File: config.mk
export PLATFORM = sky130hd
export DESIGN_NAME = clk_div_meter
export DESIGN_NICKNAME = d
export VERILOG_FILES = /design/src/rtl/clk_div_meter.sv
export SDC_FILE = /design/constraint.sdc
export NUM_CORES = 1
export LEC_CHECK = 0
export BUFFER_PORTS_ARGS = -buffer_cell sky130_fd_sc_hd__clkbuf_2
export CAP_MARGIN = 15
export CORE_UTILIZATION = 60
export CTS_CLUSTER_DIAMETER = 120
export CTS_CLUSTER_SIZE = 12
export DETAILED_ROUTE_END_ITERATION = 7
export PLACE_DENSITY = 0.86
export SETUP_SLACK_MARGIN = 0.3
export SYNTH_ARGS = -nofsm -noshare
export SYNTH_HDL_FRONTEND = slang
export SYNTH_SLANG_ARGS = --single-unit
File: constraint.sdc
create_clock -name clk -period 4.9 [get_ports clk]
set_clock_uncertainty 0.1 [all_clocks]
set_input_delay 1.225 -clock clk [delete_from_list [all_inputs] [get_ports clk]]
set_output_delay 1.225 -clock clk [all_outputs]
set_load 0.05 [all_outputs]
File: src/rtl/clk_div_meter.sv
// Measures a divided clock in master-clock cycles: level lengths, period ratio,
// lock, duty error and loss-of-clock timeout. All outputs registered.
module clk_div_meter #(
  parameter int unsigned CNT_W    = 16,
  parameter int unsigned LOCK_CNT = 4
) (
  input  logic             clk,
  input  logic             rst_n,
  input  logic             clk_in,
  output logic [CNT_W-1:0] high_len,
  output logic [CNT_W-1:0] low_len,
  output logic [CNT_W-1:0] div_ratio,
  output logic             ratio_valid,
  output logic             locked,
  output logic             duty_err,
  output logic             timeout
);

  localparam int unsigned MATCH_W = $clog2(LOCK_CNT + 1);
  localparam logic [CNT_W-1:0]   CNT_MAX  = '1;
  localparam logic [MATCH_W-1:0] MATCH_LK = MATCH_W'(LOCK_CNT);

  localparam logic [1:0] ST_IDLE = 2'd0;
  localparam logic [1:0] ST_ARM  = 2'd1;
  localparam logic [1:0] ST_MEAS = 2'd2;
  localparam logic [1:0] ST_TMO  = 2'd3;

  logic             s1, s2, s_d;
  logic [1:0]       state, state_n;
  logic [CNT_W-1:0] run_cnt, run_cnt_n;
  logic             got_high, got_high_n, got_low, got_low_n;
  logic [MATCH_W-1:0] match_cnt, match_cnt_n;
  logic [CNT_W-1:0] high_len_n, low_len_n, div_ratio_n;
  logic             ratio_valid_n, locked_n, duty_err_n, timeout_n;

  logic             rise, fall, lvl_edge, run_sat, tmo_go;
  logic [CNT_W-1:0] ratio_sum, duty_diff;

  assign rise      = s2 & ~s_d;
  assign fall      = ~s2 & s_d;
  assign lvl_edge  = rise | fall;
  assign run_sat   = (run_cnt == CNT_MAX);
  assign ratio_sum = high_len + run_cnt;
  assign duty_diff = (high_len >= run_cnt) ? (high_len - run_cnt) : (run_cnt - high_len);
  // A level held to saturation with no edge that cycle means the clock is lost
  assign tmo_go    = run_sat && !lvl_edge && ((state == ST_ARM) || (state == ST_MEAS));

  always_ff @(posedge clk or negedge rst_n) begin
    if (!rst_n) begin
      s1          <= 1'b0;
      s2          <= 1'b0;
      s_d         <= 1'b0;
      state       <= ST_IDLE;
      run_cnt     <= '0;
      got_high    <= 1'b0;
      got_low     <= 1'b0;
      match_cnt   <= '0;
      high_len    <= '0;
      low_len     <= '0;
      div_ratio   <= '0;
      ratio_valid <= 1'b0;
      locked      <= 1'b0;
      duty_err    <= 1'b0;
      timeout     <= 1'b0;
    end else begin
      s1          <= clk_in;
      s2          <= s1;
      s_d         <= s2;
      state       <= state_n;
      run_cnt     <= run_cnt_n;
      got_high    <= got_high_n;
      got_low     <= got_low_n;
      match_cnt   <= match_cnt_n;
      high_len    <= high_len_n;
      low_len     <= low_len_n;
      div_ratio   <= div_ratio_n;
      ratio_valid <= ratio_valid_n;
      locked      <= locked_n;
      duty_err    <= duty_err_n;
      timeout     <= timeout_n;
    end
  end

  always_comb begin
    state_n       = state;
    got_high_n    = got_high;
    got_low_n     = got_low;
    match_cnt_n   = match_cnt;
    high_len_n    = high_len;
    low_len_n     = low_len;
    div_ratio_n   = div_ratio;
    ratio_valid_n = 1'b0;
    locked_n      = locked;
    duty_err_n    = duty_err;
    timeout_n     = timeout;

    // The edge cycle is the first cycle of the new level
    if (lvl_edge)     run_cnt_n = CNT_W'(1);
    else if (run_sat) run_cnt_n = run_cnt;
    else              run_cnt_n = run_cnt + CNT_W'(1);

    case (state)
      ST_IDLE: begin
        if (lvl_edge) begin
          state_n    = ST_ARM;
          got_high_n = 1'b0;
          got_low_n  = 1'b0;
        end
      end
      ST_ARM: begin
        if (lvl_edge) begin
          if (fall) begin
            high_len_n = run_cnt;
            got_high_n = 1'b1;
          end else begin
            low_len_n = run_cnt;
            got_low_n = 1'b1;
          end
          if (got_high_n && got_low_n) state_n = ST_MEAS;
        end
      end
      ST_MEAS: begin
        if (fall) high_len_n = run_cnt;
        if (rise) begin
          low_len_n     = run_cnt;
          div_ratio_n   = ratio_sum;
          ratio_valid_n = 1'b1;
          duty_err_n    = (duty_diff > CNT_W'(1));
          if (ratio_sum != div_ratio)    match_cnt_n = MATCH_W'(1);
          else if (match_cnt < MATCH_LK) match_cnt_n = match_cnt + MATCH_W'(1);
          locked_n = (match_cnt_n >= MATCH_LK);
        end
      end
      ST_TMO: begin
        if (lvl_edge) begin
          state_n    = ST_ARM;
          timeout_n  = 1'b0;
          got_high_n = 1'b0;
          got_low_n  = 1'b0;
        end
      end
      default: state_n = ST_IDLE;
    endcase

    if (tmo_go) begin
      state_n     = ST_TMO;
      timeout_n   = 1'b1;
      locked_n    = 1'b0;
      match_cnt_n = '0;
    end
  end

endmodule

; After elaboration in Yosys (flattened, before gate mapping)
; Index checks and enable logic that the tools add are counted.
; W data, S select, Z words.
[word_totals]
regBits = 78
word_cells = 103
[classes]
eq_ne = 13
n_bitwise = 5
muxes = 40
addsub = 5
n_lt_le_gt_ge = 4
n_reduce_logical = 21
[op_table]
columns = cell, n
row1 = $mux W16, 8
row2 = $pmux W16 S2, 2
row3 = $sub A16 B16 Y16, 2
row4 = $mux W3, 7
row5 = $add A16 B1 Y16 const B, 1
row6 = $add A16 B16 Y16, 1
row7 = $eq A16 B16 Y1 const B, 1
row8 = $ge A16 B16 Y1, 1
row9 = $gt A16 B1 Y1 const B, 1
row10 = $mux W1, 16
row11 = $ne A16 B16 Y1, 1
row12 = $reduce_bool A2 Y1, 6
row13 = $mux W2, 4
row14 = $ne A2 B2 Y1 const B, 4
row15 = $reduce_and A2 Y1, 4
row16 = $reduce_and A4 Y1, 2
row17 = $eq A2 B2 Y1 const B, 2
row18 = $pmux W1 S2, 2
row19 = $pmux W2 S2, 1
row20 = $add A3 B1 Y3 const B, 1
row21 = $ge A3 B3 Y1 const B, 1
row22 = $logic_and A1 B1 Y1, 3
row23 = $lt A3 B3 Y1 const B, 1
row24 = $ne A3 B1 Y1 const B, 1
row25 = other kinds (13), 15

; Logic depth before layout (Yosys ltp)
[depth]
ltp_word = 10
depth_mapped = 14

; Least setup slack after synthesis
; OpenSTA, ideal clock, no wires.
[synth_timing]
path_kind = register -> register
from = reg high_len[1]
to = reg locked
required_ns = 4.713
path_slack_ns = 1.531
setup_ns = 0.087
synth_period_minus_slack_ns = 3.369
stages_incl_launch_ff = 12
n_path_buf = 0
arrival_ns = 3.182
path_cell_list = dfrtp_1 -> inv_1 -> fa_1 -> o21bai_1 -> o211ai_2 -> a2111oi_1 -> o41ai_2 -> xnor2_1 -> a2bb2oi_2 -> nand4_1 -> or2_0 -> a211oi_2
[synth_via]
elab_chain_cells = 9
[synth_lines]
columns = item, line
row1 = "start, declared", 10  ; output logic [CNT_W-1:0] high_len,
row2 = "start signal, assigned", 74  ; high_len <= high_len_n;
row3 = $add A16 B16 Y16, 43  ; assign ratio_sum = high_len + run_cnt;
row4 = $ne A16 B16 Y1, 129  ; if (ratio_sum != div_ratio) match_cnt_n = MATCH_W'(1);
row5 = $mux W3, 129
row6 = $mux W3, 124  ; if (rise) begin
row7 = $mux W3, 102  ; case (state)
row8 = $ge A3 B3 Y1, 131  ; locked_n = (match_cnt_n >= MATCH_LK);
row9 = $mux W1, 124
row10 = $mux W1, 102
row11 = $mux W1, 145  ; if (tmo_go) begin
row12 = "end signal, assigned", 78  ; locked <= locked_n;
row13 = "end, declared", 14  ; output logic locked,
; Every way passes these cells. The select of a mux whose other input is x is not followed.
; A chain may end at the register's enable or synchronous reset.

; Worst setup path in the final report
[layout_timing]
from = reg run_cnt[4]
to = reg duty_err
[layout_via]
elab_chain_cells = 3
word_cells_on_any_way = 5
cone_classes = add/sub (2) / order compare (2) / mux (1)
[layout_lines]
columns = item, line
row1 = "start, declared", 30  ; logic [CNT_W-1:0] run_cnt, run_cnt_n;
row2 = "start signal, assigned", 70  ; run_cnt <= run_cnt_n;
row3 = $sub A16 B16 Y16 / $ge A16 B16 Y1 (equally long branches), 44  ; assign duty_diff = (high_len >= run_cnt) ? (high_len - run_cnt) : (run_cnt - high_len);
row4 = $mux W16 *, 44
row5 = $gt A16 B1 Y1 *, 128  ; duty_err_n = (duty_diff > CNT_W'(1));
row6 = "end signal, assigned", 79  ; duty_err <= duty_err_n;
row7 = "end, declared", 15  ; output logic duty_err,
; Mark *: on every way between the ends. The rest lies on a longest branch, timed or not.

==> impl_metrics.yaml <==
outcome:
  outcome: "finished clean"
clock_network:
  post_cts_buffers: 0
  path_clk_slew_ps: 80
  cts.sinks: 77
  cts.htree.levels: 3
  cts_tree: "built"
  root_buffer: "clkbuf_8"
  cts.repair.resized: 0
  clk_latency_ps: 370
  hold_buffers: 0
  cts_buffer_depth: 2
  numCtsBuffers: 9
flow_run:
  cap_viol_max_count: 0
worst_setup_path:
  slowest_stage: "ha_1"
  cp_common_cell: "a21oi_1"
  r2r_end: "duty_err$_DFFE_PN0P_"
  cp_slowest_stage_delay_ps: 790
  crit_buf_inv: 0
  worstPathCellList: "ha_1 -> a21oi_1 -> o221ai_2 -> a31oi_2 -> o31ai_4 -> mux2_2 -> nor3_2 -> xnor2_1 -> a311oi_1 -> a21oi_1"
  crit_arrival_ps: 3920
  cp-start-kind: "flip-flop"
  r2r-start: "run_cnt[4]$_DFFE_PN0N_"
  crit_required_ps: 5060
  critPathMaxFanout: 22
  rrSetupSlack_ps: 1140
  cpLargestDelayFamily: "compound AO/OA/AOI/OAI gates"
  end_kind: "flip-flop"
  critPathKind: "reg2reg"
  rr_worst_depth: 10
synth:
  synth_top_family_by_area: "compound AO/OA/AOI/OAI gates"
  synthArstFlopShare_pct: 100.0
  synthAdderAreaFrac_pct: 11.71
  muxShareOfSynthArea_pct: 1.865
  synthFlopType: "dfrtp_1"
  syn_nets: 765
  yosysSeqAreaShare_pct: 31.21
  synth_cells: 706
  ys_ff_latch: 77
  synth-compound-area-share_pct: 21.73
  syn_area_per_cell_sq_um: 8.744
  mappedNetlistArea_sq_mm: 0.006173
  ys_warn_count: 0
  synthSimpleGateAreaFrac_pct: 19.09
  synth_edf_count: 0
  synth.distinct_cells: 85
  synth_xor_area_share_pct: 7.803
global_route:
  grtUsageMet1_pct: 40.72
  grt_max_degree: 78
  grt_busiest_layer: "met2"
  grt_pass1_wl_mm: 24.73
  overflow: 0
  grt_pass1_vias: 4942
  use_met3_pct: 4.032
  grtUsageMet2_pct: 51.30
  antenna_found_initial: 0
  grt_usage_pct: 30.50
finish:
  num_antenna_cells: 0
  final_area_sq_mm: 0.006644
  fillers: 834
  layout.nets: 802
  drive_above_1_share_pct: 14.73
  area_growth_pct: 7.621
floorplanning:
  die_w_um: 103.4
  core_area_sq_mm: 0.009864
  die_y_um: 103.4
  std_cell_rows: 36
  io_pins: 55
  initial_core_util_pct: 62.58
  die_area_sq_mm: 0.01070
sta:
  post-route-period-util_pct: 76.80
  final.setup.worst_slack_ps: 1137
  fin_setup_tns_ps: 0
  fmax_mhz: 265.7
  grt_setup_unrepaired: "false"
  relSlewSlack_pct: 34.72
  fin_crit_ps: 3763
  worstMarginPinSlew_ps: 979.2
  finalMaxSlewViolations: 0
  setup_violations: 0
  hold_viol_final: 0
power:
  power_leakage_nw: 3.064
  finalPower_w: 0.002782
  power.density_mw_per_mm2: 418.7
  ir_drop_uv: 251.9
hold_path:
  min_from: "s1$_DFF_PN0_"
  hold_depth: 0
  min_path_type: "reg2reg"
  hold_end: "s2$_DFF_PN0_"
drt:
  wl_per_cell_um: 17.46
  postRouteAntennaNets: 0
  drt_iter0_markers: 349
  drcViolationCount: 0
  routed_wl_mm: 15.36
  first_pass_iters: 5
  route.vias.total: 5317
  avgViaCountPerCell: 6.042
place:
  postPlaceCellArea_sq_mm: 0.006446
  place.gp.congestion: 0.8742
  pre_cts_slack_ps: 1232
  port_buffers: 54
  dp_hpwl_mm: 11.72
==> cells in the mapped netlist, drive strengths merged (12+ instances only) <==
| cell type | instances | share of area (%) |
|---|---|---|
| nor3 | 21 | 2.0 |
| dfrtp | 77 | 31 |
| nand4 | 12 | 1.2 |
| clkbuf | 16 | 1.3 |
| ha | 53 | 11 |
| a21oi | 36 | 2.9 |
| inv | 58 | 3.5 |
| xnor2 | 42 | 6.1 |
| nand2 | 85 | 5.2 |
| buf | 15 | 1.8 |
| o21ai | 69 | 5.6 |
| nor2 | 46 | 2.9 |
| nand3 | 15 | 1.3 |
==> where the power goes <==
part	switching, W	internal, W	total, W
Sequential	0.0000807	0.000708	0.000789
Combinational	0.000915	0.000577	0.00149
Clock	0.000254	0.000248	0.000502
==> flip-flops by register name (all words and copies together) (netlist names), 2 cells and up <==
signal / flops
high_len: 16
low_len: 16
div_ratio: 16
state: 2
match_cnt: 2
run_cnt: 16
==> worst register-to-register path, stage by stage, from the launching register on <==
cell and delay [ps]:
dfrtp_1 450, ha_1 790, a21oi_1 180, o221ai_2 330, a31oi_2 170, o31ai_4 590, mux2_2 410, nor3_2 190
xnor2_1 80, a311oi_1 260, a21oi_1 100
==> area by class of cell <==
cell class / count / area [sq um] / area share (%)
sequential: 77 / 1927 / 29.00
tap: 133 / 166.4 / 2.505
timing repair buffer: 57 / 295.3 / 4.444
inverter: 58 / 217.7 / 3.277
multi-input combinational: 540 / 3840 / 57.80
clock buffer: 10 / 137.6 / 2.072
clock inverter: 5 / 60.06 / 0.9040
==> cells by family (layout without fill, tap and decap cells) <==
kind of cell             after synthesis  in the layout
adder cells (fa/ha/maj)               56             56
XOR/XNOR                              51             51
AND/OR/NAND/NOR                      234            234
flip-flops                            77             77
multiplexers                          11             11
buffers and inverters                 89            130
AO/OA/AOI/OAI                        188            188
==> metrics by stage <==
step                      hold WS (ps)  instances  utilization [%]
after global placement           236.0        865            65.35
after floorplan                  231.2        706                -
after detailed placement         237.0        865            65.35
final                            259.1        880            67.35
after global routing             274.6        880            67.35
after CTS                        266.3        880            67.35
==> cells in the final DEF, fill, tap and decap left out, types with 4 or more instances in the layout <==
| cell | instances |
|---|---|
| nand2_1 | 84 |
| dfrtp_1 | 77 |
| o21ai_0 | 64 |
| inv_1 | 54 |
| ha_1 | 53 |
| clkbuf_2 | 53 |
| nor2_1 | 44 |
| xnor2_1 | 41 |
| a21oi_1 | 36 |
| nor3_1 | 18 |
| nand3_1 | 14 |
| nand4_1 | 12 |
| nor2b_1 | 11 |
| nand2b_1 | 11 |
| clkbuf_8 | 10 |
| o21bai_1 | 8 |
| mux2i_1 | 7 |
| xor2_1 | 7 |
| a31oi_1 | 6 |
| a211oi_1 | 6 |
| o211ai_1 | 6 |
| nor4_1 | 6 |
| a21o_1 | 6 |
| o21ai_1 | 5 |
| nor3b_1 | 5 |
| inv_2 | 4 |
| nand3b_1 | 4 |
| buf_4 | 4 |
==> worst max-delay path by stage <==
stage	startpoint	to	slack, ps	cells past startpoint
after floorplan	high_len[1]$_DFFE_PN0P_	locked$_DFFE_PN0P_	1530	11
after global placement	high_len[4]$_DFFE_PN0P_	duty_err$_DFFE_PN0P_	1320	11
after detailed placement	high_len[4]$_DFFE_PN0P_	duty_err$_DFFE_PN0P_	1230	11
after CTS	high_len[4]$_DFFE_PN0P_	duty_err$_DFFE_PN0P_	1200	11
after global routing	high_len[4]$_DFFE_PN0P_	locked$_DFFE_PN0P_	880	11
final	run_cnt[4]$_DFFE_PN0N_	duty_err$_DFFE_PN0P_	1140	10
==> metal layers <==
layer,vias up,share of wire (%)
li1,2556,-
met1,2566,46
met2,169,48
met3,26,4.4
met4,0,2.1
met5,-,0
Power figures use the tool's default switching activity.
